--- config.mk ---
export PLATFORM = sky130hd
export DESIGN_NAME = tlul_err_resp_q
export DESIGN_NICKNAME = d
export VERILOG_FILES = /design/src/rtl/tlul_pkg.sv /design/src/rtl/tlul_err_resp_q.sv
export SDC_FILE = /design/constraint.sdc
export NUM_CORES = 1
export LEC_CHECK = 0
export BUFFER_PORTS_ARGS = -buffer_cell sky130_fd_sc_hd__buf_2
export CAP_MARGIN = 20
export CORE_UTILIZATION = 32
export CTS_CLUSTER_DIAMETER = 120
export DETAILED_ROUTE_END_ITERATION = 8
export GPL_TIMING_DRIVEN = 1
export HOLD_SLACK_MARGIN = 0.1
export PLACE_DENSITY = 0.74
export SYNTH_ARGS = -nofsm -noshare
export SYNTH_HDL_FRONTEND = slang
export SYNTH_SLANG_ARGS = --single-unit
--- constraint.sdc ---
create_clock -name clk_i -period 3.3 [get_ports clk_i]
set_input_delay 0.33 -clock clk_i [delete_from_list [all_inputs] [get_ports clk_i]]
set_output_delay 0.33 -clock clk_i [all_outputs]
set_load 0.05 [all_outputs]
--- src/rtl/tlul_pkg.sv ---
// Minimal TL-UL type definitions shared by the error responder and its bench.

package tlul_pkg;

    parameter int TL_AW  = 32;
    parameter int TL_DW  = 32;
    parameter int TL_AIW = 8;
    parameter int TL_DIW = 1;
    parameter int TL_DBW = TL_DW / 8;
    parameter int TL_SZW = 2;

    typedef enum logic [2:0] {
        PutFullData    = 3'h0,
        PutPartialData = 3'h1,
        Get            = 3'h4
    } tl_a_op_e;

    typedef enum logic [2:0] {
        AccessAck     = 3'h0,
        AccessAckData = 3'h1
    } tl_d_op_e;

    typedef struct packed {
        logic              a_valid;
        tl_a_op_e          a_opcode;
        logic [2:0]        a_param;
        logic [TL_SZW-1:0] a_size;
        logic [TL_AIW-1:0] a_source;
        logic [TL_AW-1:0]  a_address;
        logic [TL_DBW-1:0] a_mask;
        logic [TL_DW-1:0]  a_data;
        logic              d_ready;
    } tl_h2d_t;

    typedef struct packed {
        logic              d_valid;
        tl_d_op_e          d_opcode;
        logic [2:0]        d_param;
        logic [TL_SZW-1:0] d_size;
        logic [TL_AIW-1:0] d_source;
        logic [TL_DIW-1:0] d_sink;
        logic [TL_DW-1:0]  d_data;
        logic              d_error;
        logic              a_ready;
    } tl_d2h_t;

endpackage

--- src/rtl/tlul_err_resp_q.sv ---
// TL-UL default-slave error responder with a Depth-entry outstanding-request FIFO.
// Optional error log (counter + first address) built when TLUL_ERR_RESP_LOG_EN is defined.

module tlul_err_resp_q
    import tlul_pkg::*;
#(
    parameter int unsigned      Depth   = 2,
    parameter logic [TL_DW-1:0] ErrData = 32'hFFFF_FFFF,
    parameter int unsigned      CntW    = 16
) (
    input  logic             clk_i,
    input  logic             rst_i,
    input  tl_h2d_t          tl_h_i,
    output tl_d2h_t          tl_h_o,
    input  logic             log_clr_i,
    output logic [CntW-1:0]  err_cnt_o,
    output logic [TL_AW-1:0] err_addr_o,
    output logic             err_addr_vld_o
);

    localparam int unsigned PtrW = (Depth > 1) ? $clog2(Depth) : 1;
    localparam int unsigned OccW = $clog2(Depth + 1);

    logic [TL_AIW-1:0] src_mem  [Depth];
    logic [TL_SZW-1:0] size_mem [Depth];
    tl_a_op_e          op_mem   [Depth];

    logic [PtrW-1:0] wptr_q, rptr_q;
    logic [OccW-1:0] occ_q;
    logic            full, empty, push, pop;

    // Pointers wrap explicitly so Depth need not be a power of two.
    function automatic logic [PtrW-1:0] ptr_inc(input logic [PtrW-1:0] p);
        return (p == PtrW'(Depth - 1)) ? '0 : p + 1'b1;
    endfunction

    assign full  = (occ_q == OccW'(Depth));
    assign empty = (occ_q == '0);
    assign push  = tl_h_i.a_valid & ~full;
    assign pop   = ~empty & tl_h_i.d_ready;

    always_ff @(posedge clk_i) begin
        if (rst_i) begin
            wptr_q <= '0;
            rptr_q <= '0;
            occ_q  <= '0;
        end else begin
            if (push) wptr_q <= ptr_inc(wptr_q);
            if (pop)  rptr_q <= ptr_inc(rptr_q);
            if (push && !pop) begin
                occ_q <= occ_q + 1'b1;
            end else if (!push && pop) begin
                occ_q <= occ_q - 1'b1;
            end
        end
    end

    always_ff @(posedge clk_i) begin
        if (push) begin
            src_mem[wptr_q]  <= tl_h_i.a_source;
            size_mem[wptr_q] <= tl_h_i.a_size;
            op_mem[wptr_q]   <= tl_h_i.a_opcode;
        end
    end

    // D fields are forced to zero while idle so the storage never leaks out.
    always_comb begin
        tl_h_o         = '0;
        tl_h_o.a_ready = ~full;
        if (!empty) begin
            tl_h_o.d_valid  = 1'b1;
            tl_h_o.d_opcode = (op_mem[rptr_q] == Get) ? AccessAckData : AccessAck;
            tl_h_o.d_size   = size_mem[rptr_q];
            tl_h_o.d_source = src_mem[rptr_q];
            tl_h_o.d_data   = ErrData;
            tl_h_o.d_error  = 1'b1;
        end
    end

`ifdef TLUL_ERR_RESP_LOG_EN
    logic [CntW-1:0]  cnt_q;
    logic [TL_AW-1:0] addr_q;
    logic             vld_q;

    always_ff @(posedge clk_i) begin
        if (rst_i) begin
            cnt_q  <= '0;
            addr_q <= '0;
            vld_q  <= 1'b0;
        end else begin
            if (log_clr_i) begin
                cnt_q <= '0;
            end else if (pop && cnt_q != '1) begin
                cnt_q <= cnt_q + 1'b1;
            end
            // A capture on the same edge as a clear takes priority over the clear.
            if (push && (!vld_q || log_clr_i)) begin
                addr_q <= tl_h_i.a_address;
                vld_q  <= 1'b1;
            end else if (log_clr_i) begin
                addr_q <= '0;
                vld_q  <= 1'b0;
            end
        end
    end

    assign err_cnt_o      = cnt_q;
    assign err_addr_o     = addr_q;
    assign err_addr_vld_o = vld_q;

    logic unused_a;
    assign unused_a = ^{tl_h_i.a_param, tl_h_i.a_mask, tl_h_i.a_data};
`else
    assign err_cnt_o      = '0;
    assign err_addr_o     = '0;
    assign err_addr_vld_o = 1'b0;

    logic unused_a;
    assign unused_a = ^{log_clr_i, tl_h_i.a_param, tl_h_i.a_mask, tl_h_i.a_data,
                        tl_h_i.a_address};
`endif

endmodule

==> metrics.cfg <==
[outcome]
status=complete, no violations

[timing]
relSlewSlack_pct=43.2
worst_pin_slew_ns=0.848
period_share_pct=78.0
drv_slew=0
setup_viol=0
grt_setup_unrepaired=no
max_freq_ghz=0.389
setup_tns_ns=0
hold_violations=0
clock_skew_ns=0.00481
post-route-min-period_ns=2.57

[final_layout]
diodes=0
drive_gt1_share_pct=36.2
register_area_um2=881
nFillCells=569
syn2layout_area_growth_pct=0.879
multi_input_area_um2=494
final_net_count=288

[cts]
insertion_delay_ns=0.28
postCtsHoldBufs=0
clkTransAtPathRegs_ns=0.06
cts_num_sinks=31
cts-buffers-inserted=5
ctsLongestPathBuffers=2
cts_root_buf=clkbuf_8
ctsResizeCount=0
htree_levels=2
cts_tree=yes
cts_setup_buffers=0

[setup_path]
r2r_slack_ns=1.71
reg2reg_to=occ_q[1]
cp-end-kind=primary output
cp_top_family=buffers and inverters
worstSetupEndpoint=tl_h_o[4]
critical_path.startpoint=occ_q[1]
rr_worst_depth=5
worstReg2RegStart=occ_q[0]
worst_ep_required_time_ns=2.97
critical_path_class=reg -> out
critical_path_depth=3
worst_path_max_delay_cell=nor2_1
arrival_ns=2.24
path_buf_inv=2
crit_chain=nor2_1 > inv_1 > buf_2
slowest_delay_ns=0.66
start_kind=register
path_max_fanout=34

[detailed_routing]
routedWlPerCell_um=8.32
top_layer=met4
firstDrtPassIters=3
drc=0
wl_met1_um=805
antenna_left=0
vias_per_cell=3.65
vias=990
met3WireLength_um=242
dr_wl_met2_um=1170
wirelength_um=2250
drtIter0Drc=16

[floorplanning]
dieArea_mm2=0.00609
core_area_mm2=0.00554
rows=27
start_util_pct=33.4
die_w_um=78.0
ios=190
die_h_um=78.0

[global_routing]
grt_overflow_total=0
antenna_found_initial=0
grt_max_degree=35
grt_use_total_pct=7.13
grt_pass1_vias=779
grt_pass1_wl_um=3310

[placement]
port_buffers=62
dp_hpwl_um=1710
place_congestion=0.663

[synth]
ys_warn_count=0
synth-seq-cells=31
seq_area_frac_synth_pct=47.6
yosysUniqueCellTypes=20
postSynthAreaPerCell_um2=11.2
syn_area_mm2=0.00185
syn_inst=165

[min_path]
hold_class=in -> reg

[job]
maxCapViolations=0

-- metrics by stage --
| step | cell area [µm²] | std cells | util [%] | hold WS, ns | setup WS, ns |
|---|---|---|---|---|---|
| floorplan | 2050 | 219 | - | 0.399 | 1.21 |
| CTS | 1870 | 271 | 33.7 | 0.232 | 0.616 |
| global route | 1870 | 271 | 33.7 | 0.233 | 0.493 |
| global placement | 1780 | 263 | 32.2 | 0.484 | 0.976 |
| detailed placement | 1780 | 263 | 32.2 | 0.505 | 0.923 |
| finish | 1870 | 271 | 33.7 | 0.238 | 0.727 |
-- sequential cells by signal (all words and copies together), names as in the netlist, named ones only --
register	count
occ_q	2
op_mem	6
rptr_q	1
size_mem	4
src_mem	16
wptr_q	1
-- synth_stat cells --
master,count,area share [%]
buf_4,88,36
edfxtp_1,26,42
nor2_1,14,2.8
mux2i_1,10,5.4
dfxtp_1,5,5.4
a21oi_1,3,0.81
xor2_1,3,1.4
buf_2,2,0.54
inv_1,2,0.41
o21ai_0,2,0.54
a21bo_2,1,0.54
and2_1,1,0.34
and3_1,1,0.34
conb_1,1,0.20
ha_1,1,0.68
nand2b_4,1,0.74
nand3b_1,1,0.41
or3_1,1,0.34
or4b_1,1,0.54
or4bb_1,1,0.61
-- worst min-delay path by stage --
stage	startpoint	endpoint	slack [ns]	depth (start not counted)
final	tl_h_i[83]	op_mem[0][1]	0.24	1
after global routing	tl_h_i[76]	src_mem[1][7]	0.23	1
after CTS	tl_h_i[84]	op_mem[0][2]	0.23	1
after detailed placement	rptr_q	register	0.50	2
after global placement	rptr_q	rptr_q	0.48	2
after floorplan	rst_i	occ_q[1]	0.40	1
-- metal layers --
metal	global-route usage (%)	vias up
li1	-	464
met1	6.90	446
met2	12.9	74
met3	2.79	6
met4	3.89	0
met5	0	-
-- area by class of cell --
type | instances | area share [%]
clock buffer | 5 | 3.69
clock inverter | 3 | 0.804
inverter | 2 | 0.402
multi-input combinational | 96 | 26.5
sequential | 31 | 47.2
tap | 72 | 4.83
timing repair buffer | 62 | 16.6
-- layout by cell type (no fill, tap or decap), drive strengths merged, types with 3 or more instances in the layout --
master / Yosys / final
buf: 90 / 62
edfxtp: 26 / 26
xor2: 3 / 3
mux2i: 10 / 10
clkinv: 0 / 3
clkbuf: 0 / 5
conb: 1 / 55
nor2: 14 / 14
a21oi: 3 / 3
dfxtp: 5 / 5
-- cells by family (layout without fill, tap and decap cells) --
| family | after synthesis | after routing | share of synthesized area [%] |
|---|---|---|---|
| buffers and inverters | 92 | 72 | 36.6 |
| adders and majority gates | 1 | 1 | 0.676 |
| and+or+nand+nor | 21 | 21 | 6.15 |
| other | 1 | 55 | 0.203 |
| muxes | 10 | 10 | 5.41 |
| xor gates and xnor gates | 3 | 3 | 1.42 |
| DFF | 31 | 31 | 47.6 |
| AOI/OAI and AO/OA | 6 | 6 | 1.89 |
Power is not shown: default switching activity piles up to over one toggle a cycle in this logic, so the estimate is an artifact.
